## config.mk

```make
export PLATFORM = sky130hd
export DESIGN_NAME = word16_to_nibble_serializer
export DESIGN_NICKNAME = d
export VERILOG_FILES = /design/src/rtl/word16_to_nibble_serializer.sv
export SDC_FILE = /design/constraint.sdc
export NUM_CORES = 1
export LEC_CHECK = 0
export BUFFER_PORTS_ARGS = -buffer_cell sky130_fd_sc_hd__buf_2
export CAP_MARGIN = 10
export CORE_MARGIN = 5
export CORE_UTILIZATION = 50
export CTS_CLUSTER_SIZE = 8
export DETAILED_ROUTE_END_ITERATION = 16
export PLACE_DENSITY = 0.8
export SYNTH_ARGS = -nofsm -noshare
export SYNTH_HDL_FRONTEND = slang
export SYNTH_SLANG_ARGS = --single-unit
```

## constraint.sdc

```tcl
create_clock -name CLK -period 2.7 [get_ports CLK]
set_input_delay 0 -clock CLK [delete_from_list [all_inputs] [get_ports CLK]]
set_output_delay 0 -clock CLK [all_outputs]
set_load 0.01 [all_outputs]
```

## src/rtl/word16_to_nibble_serializer.sv

```systemverilog
// Serializes a 16-bit word into 1..4 nibbles with a valid/ready handshake on both sides.
// Nibble order is set by LSB_FIRST; a new word can be accepted on the last-nibble handshake.
module word16_to_nibble_serializer #(
  parameter int unsigned LSB_FIRST = 1
) (
  input  logic        CLK,
  input  logic        Reset_n,
  input  logic [15:0] in_word,
  input  logic [1:0]  in_cnt,
  input  logic        in_valid,
  output logic        in_ready,
  output logic [3:0]  out_nib,
  output logic [1:0]  out_idx,
  output logic        out_last,
  output logic        out_valid,
  input  logic        out_ready,
  output logic        busy
);

  typedef enum logic {
    IDLE = 1'b0,
    SEND = 1'b1
  } state_t;

  state_t      state_reg;
  logic [15:0] word_reg;
  logic [1:0]  k_reg;
  logic [1:0]  last_k_reg;   // N-1; in_cnt=0 (N=4) wraps naturally to 3

  logic [1:0]  k_next;
  logic [1:0]  last_k_next;
  logic [1:0]  idx_int;
  logic        last_int;
  logic        send;
  logic        out_fire;
  logic        in_fire;
  logic [3:0]  nib_arr [4];

  genvar gi;
  generate
    for (gi = 0; gi < 4; gi++) begin : g_nib
      assign nib_arr[gi] = word_reg[4*gi +: 4];
    end
  endgenerate

  // MSB-first walks the index downward: 3-k is the bitwise inverse of k.
  assign idx_int     = (LSB_FIRST != 0) ? k_reg : ~k_reg;
  assign last_int    = (k_reg == last_k_reg);
  assign k_next      = k_reg + 2'd1;
  assign last_k_next = in_cnt - 2'd1;

  assign send     = (state_reg == SEND);
  assign out_fire = send & out_ready;
  assign in_ready = ~send | (out_fire & last_int);
  assign in_fire  = in_valid & in_ready;

  assign out_valid = send;
  assign busy      = send;
  assign out_idx   = send ? idx_int : 2'd0;
  assign out_nib   = send ? nib_arr[idx_int] : 4'd0;
  assign out_last  = send & last_int;

  always_ff @(posedge CLK or negedge Reset_n) begin
    if (!Reset_n) begin
      state_reg  <= IDLE;
      word_reg   <= 16'd0;
      k_reg      <= 2'd0;
      last_k_reg <= 2'd3;
    end else if (in_fire) begin
      // Covers both the idle accept and the zero-bubble reload on the last handshake.
      state_reg  <= SEND;
      word_reg   <= in_word;
      k_reg      <= 2'd0;
      last_k_reg <= last_k_next;
    end else if (out_fire) begin
      if (last_int) begin
        state_reg <= IDLE;
        k_reg     <= 2'd0;
      end else begin
        k_reg <= k_next;
      end
    end
  end

endmodule

```

Word-level counts from Yosys, hierarchy flattened:

Cells that the tools add are included.
W data, S select, Z words.

* bits in registers: 21
* logic and storage cells: 29
* input port bits: 22
* output and inout bits: 10

* eq/ne operators: 1
* multiplexer cells: 11
* bitwise logic cells: 7
* $lt $le $gt $ge: 1
* reductions and logical operators: 3
* $add $sub $neg: 2

Operator list (count)
* $mux W4: 3
* $bmux W4 S2: 1
* $mux W2: 4
* $and A1 B1 Y1: 4
* $reduce_bool A2 Y1: 2
* $ge A3 B3 Y1 const B: 1
* $mux W1: 3
* $not A2 Y3: 1
* $add A2 B1 Y2 const B: 1
* $eq A2 B2 Y1: 1
* $reduce_and A2 Y1: 1
* $sub A2 B1 Y2 const B: 1
* $not A1 Y1: 1
* $or A1 B1 Y1: 1

Logic depth before layout (Yosys ltp):

Gate-level depths: netlist (run 1).

* depth after elaboration: 6
* mapped depth: 6
* gate-level depth less buffers: 4

Worst setup path before layout (run 1):

OpenSTA, ideal clock, no wires.

* kind: reg-to-reg
* start point: register last_k_reg[0]
* end point: register word_reg[0]
* required time: 2.575 ns
* data arrival time: 1.597 ns
* library setup time: 0.125 ns
* setup slack: 0.978 ns
* cell stages (with the launch flop): 6
* buffers on the path: 1
* path through: dfstp_2 -> xor2_1 -> nor2_2 -> a31oi_4 -> buf_12 -> mux2_4

* cells in the longest elaborated chain, start to end: 4

RTL lines
* from (decl): line 28 `logic [1:0] last_k_reg;`
* from (signal assigned): line 74 `last_k_reg <= last_k_next;`
* $eq A2 B2 Y1: line 48 `assign last_int = (k_reg == last_k_reg);`
* $and A1 B1 Y1: line 54 `assign in_ready = ~send | (out_fire & last_int);`
* $or A1 B1 Y1: line 54
* $and A1 B1 Y1: line 55 `assign in_fire = in_valid & in_ready;`
* to (signal assigned): line 72 `word_reg <= in_word;`
* to (decl): line 26 `logic [15:0] word_reg;`

No other way between the ends.
A chain may end at the register's enable or synchronous reset.

Worst setup path after layout (run 1):

* start point: register k_reg[0] (netlist: idx_int[0])
* end point: register word_reg[6]

* cells in the longest elaborated chain, start to end: 4

RTL lines
* from (decl): line 27 `logic [1:0] k_reg;`
* from (signal assigned): line 80 `k_reg <= k_next;`
* $eq A2 B2 Y1: line 48
* $and A1 B1 Y1: line 54
* $or A1 B1 Y1: line 54
* $and A1 B1 Y1: line 55

No other way between the ends.

==> impl_metrics.env, run 1 <==
export IMPL_num_antenna_cells=0
export IMPL_cap_violations=0
export IMPL_htree_levels=1
export IMPL_grt_pass1_vias=889
export IMPL_rsz0062_at_grt="no"
export IMPL_drtAntennaViolNets=0
export IMPL_finClkSkew_ns=0.00633
export IMPL_ctsHoldBuffers=20
export IMPL_synth_cells=86
export IMPL_maxSlewHeadroom_pct=52.7
export IMPL_cts_tree="built"
export IMPL_synth_xor_area_share_pct=2.94
export IMPL_required_ns=2.89
export IMPL_num_vias=845
export IMPL_crit_arrival_ns=2.33
export IMPL_clock_root_buffer="clkbuf_4"
export IMPL_irDropWorstVdd_uv=600
export IMPL_die_area_um2=3360
export IMPL_path_buf_inv=0
export IMPL_area_delta_synth_final_pct=31.7
export IMPL_met2_usage_pct=28.2
export IMPL_firstDrtPassIters=4
export IMPL_wl_per_cell_um=14.9
export IMPL_cts_setup_buffers=0
export IMPL_insertion_delay_ns=0.30
export IMPL_intPower_uw=1080
export IMPL_routed_wl_mm=2.42
export IMPL_cts_buffer_depth=2
export IMPL_synthSimpleGateAreaFrac_pct=10.9
export IMPL_cpLargestDelayFamily="flip-flops"
export IMPL_initial_core_util_pct=52.0
export IMPL_syn_avg_cell_area_um2=13.4
export IMPL_seqPwrFrac_pct=38.9
export IMPL_drive_gt1_share_pct=43.0
export IMPL_switchingPower_uw=612
export IMPL_use_met1_pct=18.2
export IMPL_drv_slew=0
export IMPL_synth_compound_area_share_pct=8.27
export IMPL_combPwrFrac_pct=52.4
export IMPL_max_stage_delay_ns=0.65
export IMPL_path_class="reg2reg"
export IMPL_worstPathCellList="xor2_1 > nor2_2 > a31oi_4 > mux2_2"
export IMPL_setup_viol=0
export IMPL_top_usage_layer="met2"
export IMPL_first_iter_violations=20
export IMPL_cts_buffers=3
export IMPL_switching_share_pct=36.1
export IMPL_hold_path_class="in2reg"
export IMPL_fin_crit_sh_pct=79.3
export IMPL_synth_cell_types=33
export IMPL_grt_pass1_wl_mm=3.98
export IMPL_grt_max_degree=22
export IMPL_p_leak_uw=0.000711
export IMPL_synth_top_family_by_area="multiplexers"
export IMPL_cp_end_kind="register"
export IMPL_coreArea_um2=2210
export IMPL_synthAdderAreaFrac_pct=0
export IMPL_gp_congestion=0.723
export IMPL_port_buffer_count=31
export IMPL_die_width_um=58.0
export IMPL_nNetsFinal=158
export IMPL_dp_hpwl_mm=1.69
export IMPL_track_usage_pct=15.6
export IMPL_yosysWarnings=0
export IMPL_overflow=0
export IMPL_fmax_mhz=467
export IMPL_fp_row_count=17
export IMPL_totalNegativeSetupSlack_ns=0
export IMPL_use_met3_pct=3.34
export IMPL_post_cts_resized=0
export IMPL_ys_seq_area_share_pct=45.9
export IMPL_cts_sinks=21
export IMPL_hold_viol=0
export IMPL_status="finished clean"
export IMPL_viasPerCell=5.18
export IMPL_worst_pin_slew_ns=0.709
export IMPL_die_y_um=58.0
export IMPL_slowest_stage="dfrtp_1"
export IMPL_power_density_nw_per_um2=1120
export IMPL_utilization_pct=68.4
export IMPL_ys_ff_latch=21
export IMPL_io_pins=32
export IMPL_worstPathMaxFanout=17
export IMPL_finalCriticalPeriod_ns=2.14
export IMPL_syn_nets=108
export IMPL_largest_reg_flops=16
export IMPL_cp_start_kind="register"
export IMPL_antenna_found_initial=0
export IMPL_drc_errors=0
export IMPL_synth_mux_area_share_pct=27.1
export IMPL_path_clk_slew_ns=0.12
export IMPL_syn_area_um2=1150
export IMPL_clkPwrFrac_pct=8.7
final cells by class:
type / count / area, um^2
Timing Repair Buffer: 51 / 355
Tap cell: 28 / 35.0
Fill cell: 172 / 698
Multi-Input combinational cell: 58 / 566
Sequential cell: 21 / 528
Inverter: 1 / 3.75
Clock buffer: 4 / 26.3
Yosys cell counts:
master | instances | area, um^2
clkbuf_1 | 1 | 3.75
buf_6 | 1 | 11.3
or3b_2 | 1 | 8.76
inv_1 | 1 | 3.75
and2_1 | 7 | 43.8
dfrtp_1 | 19 | 475
mux2_4 | 9 | 135
xor2_2 | 1 | 16.3
a21oi_1 | 4 | 20.0
a21o_1 | 1 | 7.51
mux2_2 | 7 | 78.8
nand3_1 | 1 | 5.00
nor3_1 | 1 | 5.00
nand2_1 | 4 | 15.0
nor2b_1 | 1 | 6.26
nor2_1 | 2 | 7.51
and2b_1 | 1 | 7.51
a311oi_1 | 1 | 8.76
o211ai_1 | 1 | 7.51
o21ai_0 | 3 | 15.0
or2b_1 | 1 | 7.51
buf_4 | 1 | 7.51
nand2b_1 | 2 | 12.5
dfstp_2 | 2 | 52.6
a31oi_1 | 1 | 6.26
buf_12 | 1 | 20.0
mux4_2 | 2 | 45.0
buf_2 | 2 | 10.0
a2bb2oi_1 | 1 | 8.76
nor2_2 | 1 | 6.26
a31oi_4 | 1 | 21.3
mux4_1 | 2 | 52.6
xor2_1 | 2 | 17.5
metrics by stage:
stage | hold WS [ns] | area, um^2 | setup slack (ns) | std cells | power, uW
CTS | 0.0169 | 1510 | 0.551 | 163 | 1710
global placement | -0.0253 | 1290 | 0.643 | 139 | 1490
detailed placement | -0.0152 | 1290 | 0.562 | 139 | 1540
floorplan | -0.296 | 1150 | 0.978 | 86 | 1330
finish | 0.0312 | 1510 | 0.558 | 163 | 1690
global route | 0.0268 | 1510 | 0.408 | 163 | 1820
cells in the final DEF (no fill, tap or decap), types with 3 or more instances in the layout:
cell type      count
o21ai_0            3
a21oi_1            4
mux2_4             9
nand2_1            4
clkbuf_4           3
and2_1             7
mux2_2             7
dlygate4sd3_1     20
dfrtp_1           19
buf_2             31
layer usage:
| metal | routed length, um | vias to the layer above |
|---|---|---|
| li1 | - | 405 |
| met5 | 0 | - |
| met1 | 972 | 414 |
| met2 | 1300 | 24 |
| met4 | 14 | 0 |
| met3 | 137 | 2 |
final timing paths:
kind                                  to   startpoint  slack (ns)  depth (start not counted)
setup reg to reg             word_reg[6]   idx_int[0]        0.56                          4
hold / removal                idx_int[1]    out_ready        0.03                          2
setup / recovery             word_reg[6]   idx_int[0]        0.56                          4
max in group asynchronous  last_k_reg[0]      Reset_n        2.18                          2
min in group asynchronous    word_reg[7]      Reset_n        0.18                          2
hold reg to reg              word_reg[8]  word_reg[8]        0.52                          1
power by group through the flow:
stage / combinational, uW / clock [uW] / sequential (uW)
CTS: 896 / 158 / 660
global route: 962 / 173 / 685
global placement: 844 / 0 / 645
detailed placement: 872 / 0 / 669
floorplan: 762 / 0 / 569
finish: 887 / 148 / 659
kinds of logic (layout without fill, tap and decap cells):
group / after synthesis / after routing
and+or+nand+nor: 22 / 22
DFF: 21 / 21
muxes: 20 / 20
AOI/OAI and AO/OA: 13 / 13
buffers and inverters: 7 / 56
xor gates and xnor gates: 3 / 3
Power figures use the tool's default switching activity.
==> run 2: changes to the inputs <==
--- a/config.mk
+++ b/config.mk
@@ -8,10 +8,10 @@
 export BUFFER_PORTS_ARGS = -buffer_cell sky130_fd_sc_hd__buf_2
 export CAP_MARGIN = 10
 export CORE_MARGIN = 5
-export CORE_UTILIZATION = 50
+export CORE_UTILIZATION = 46
 export CTS_CLUSTER_SIZE = 8
 export DETAILED_ROUTE_END_ITERATION = 16
-export PLACE_DENSITY = 0.8
+export PLACE_DENSITY = 0.77
 export SYNTH_ARGS = -nofsm -noshare
 export SYNTH_HDL_FRONTEND = slang
 export SYNTH_SLANG_ARGS = --single-unit
==> constraint.sdc (replaced) <==
create_clock -name CLK -period 1.97 [get_ports CLK]
set_input_delay 0 -clock CLK [delete_from_list [all_inputs] [get_ports CLK]]
set_output_delay 0 -clock CLK [all_outputs]
set_load 0.01 [all_outputs]
==> impl_metrics.env, run 2 (same netlist as run 1, synthesis figures left out) <==
export IMPL_status="finished clean"
export IMPL_drc_errors=0
export IMPL_drive_gt1_share_pct=45.3
export IMPL_slowest_stage="dfstp_2"
export IMPL_combPwrFrac_pct=57.7
export IMPL_num_antenna_cells=0
export IMPL_grt_pass1_wl_mm=3.85
export IMPL_die_y_um=60.0
export IMPL_p_leak_uw=0.000729
export IMPL_path_clk_slew_ns=0.12
export IMPL_gp_congestion=0.786
export IMPL_hold_viol=0
export IMPL_r2r_start="last_k_reg[0]"
export IMPL_clock_root_buffer="clkbuf_4"
export IMPL_area_delta_synth_final_pct=34.3
export IMPL_fp_row_count=18
export IMPL_min_from="in_cnt[1]"
export IMPL_insertion_delay_ns=0.30
export IMPL_io_pins=32
export IMPL_rsz0062_at_grt="no"
export IMPL_die_area_um2=3600
export IMPL_required_ns=2.16
export IMPL_hold_path_class="in2reg"
export IMPL_r2r_end="word_reg[6]"
export IMPL_worst_pin_slew_ns=0.468
export IMPL_layout_common_cells="31 x buf_2, 19 x dfrtp_1, 19 x dlygate4sd3_1"
export IMPL_grt_max_degree=22
export IMPL_crit_arrival_ns=1.99
export IMPL_cts_buffer_depth=2
export IMPL_overflow=0
export IMPL_drv_slew=0
export IMPL_cts_buffers=3
export IMPL_intPower_uw=1540
export IMPL_largest_reg_flops=16
export IMPL_total_power_uw=2380
export IMPL_grt_pass1_vias=831
export IMPL_cp_start_kind="register"
export IMPL_power_density_nw_per_um2=1540
export IMPL_worstPathCellList="xor2_1 > nor2_2 > a31oi_4 > buf_4 > mux2_2"
export IMPL_post_cts_resized=0
export IMPL_worstPathMaxFanout=8
export IMPL_num_fill_cells=194
export IMPL_fin_crit_sh_pct=91.3
export IMPL_initial_core_util_pct=47.3
export IMPL_hold_path_depth=3
export IMPL_antenna_found_initial=0
export IMPL_max_stage_delay_ns=0.59
export IMPL_layout_commonest_cell="buf_2"
export IMPL_switchingPower_uw=838
export IMPL_irDropWorstVdd_uv=1020
export IMPL_die_width_um=60.0
export IMPL_dp_hpwl_mm=1.69
export IMPL_r2r_slack_ns=0.17
export IMPL_switching_share_pct=35.3
export IMPL_place_inst=146
export IMPL_cts_tree="built"
export IMPL_port_buffer_count=31
export IMPL_ff2ff_path_depth=5
export IMPL_cts_sinks=21
export IMPL_setup_viol=0
export IMPL_viasPerCell=5.03
export IMPL_path_class="reg2reg"
export IMPL_seqPwrFrac_pct=33.6
export IMPL_clkPwrFrac_pct=8.7
export IMPL_routed_wl_mm=2.32
export IMPL_num_vias=850
export IMPL_nNetsFinal=162
export IMPL_setup_ws_ns=0.172
export IMPL_utilization_pct=63.5
export IMPL_preCtsSetupSlack_ns=0.223
export IMPL_fmax_mhz=556
export IMPL_firstDrtPassIters=4
export IMPL_finClkSkew_ns=0.0105
export IMPL_cap_violations=0
export IMPL_drtAntennaViolNets=0
export IMPL_coreArea_um2=2430
export IMPL_crit_end="word_reg[6]"
export IMPL_first_iter_violations=25
export IMPL_maxSlewHeadroom_pct=68.8
export IMPL_finalCriticalPeriod_ns=1.80
export IMPL_wl_per_cell_um=13.7
export IMPL_cp_end_kind="register"
export IMPL_track_usage_pct=14.6
export IMPL_totalNegativeSetupSlack_ns=0
export IMPL_finalNonFillerCells=169
export IMPL_critPathLaunch="last_k_reg[0]"
export IMPL_htree_levels=1
## run 2: changes by cell type in the layout (fill, tap and decap cells not counted)
| cell | delta |
|---|---|
| dlygate4sd3_1 | -1 |
| buf_4 | +5 |
## run 2: area by class of cell
cell class,instances,area [um^2],share of cell area [%]
Multi-Input combinational cell,58,566,36.6
Sequential cell,21,528,34.2
Timing Repair Buffer,55,383,24.8
Tap cell,30,37.5,2.43
Clock buffer,4,26.3,1.70
Inverter,1,3.75,0.243
## run 2: worst max-delay path, delay by kind of cell (launching register included)
| family | cells | cell delay (ns) |
|---|---|---|
| flops | 1 | 0.59 |
| mux | 1 | 0.35 |
| xor+xnor | 1 | 0.24 |
| buf+inv | 1 | 0.21 |
| compound gates | 1 | 0.19 |
| simple gates | 1 | 0.11 |
## run 2: layer usage
| layer | up-vias | wire (um) | track usage [%] | share of wire [%] |
|---|---|---|---|---|
| li1 | 411 | - | - | - |
| met1 | 417 | 955 | 18.8 | 41 |
| met2 | 20 | 1230 | 24.5 | 53 |
| met3 | 2 | 114 | 2.81 | 4.9 |
| met4 | 0 | 14 | 4.75 | 0.60 |
| met5 | - | 0 | 0 | 0 |
## run 2: power by group through the flow
stage	sequential, uW	combinational, uW	clock, uW
6_report	799	1370	207
5_1_grt	831	1490	233
4_1_cts	802	1390	214
3_5_place_dp	812	1350	0
3_3_place_gp	793	1320	0
2_1_floorplan	779	1040	0
## run 2: metrics by stage
stage,area [um^2],hold slack [ns]
global route,1540,0.0126
floorplan,1150,-0.296
global placement,1330,-0.0210
finish,1540,0.0104
detailed placement,1330,-0.00722
CTS,1540,0.00237
## run 2: what timing repair did
action                    in CTS  in global routing
hold endpoints to repair      39                  0
hold buffers                  19                  0
buffers inserted               0                  0
## run 2: how the worst min path moves through the flow
| stage | end |
|---|---|
| after floorplan | busy |
| after global placement | word_reg[2] |
| after detailed placement | word_reg[2] |
| after CTS | idx_int[1] |
| after global routing | idx_int[1] |
| final | last_k_reg[1] |
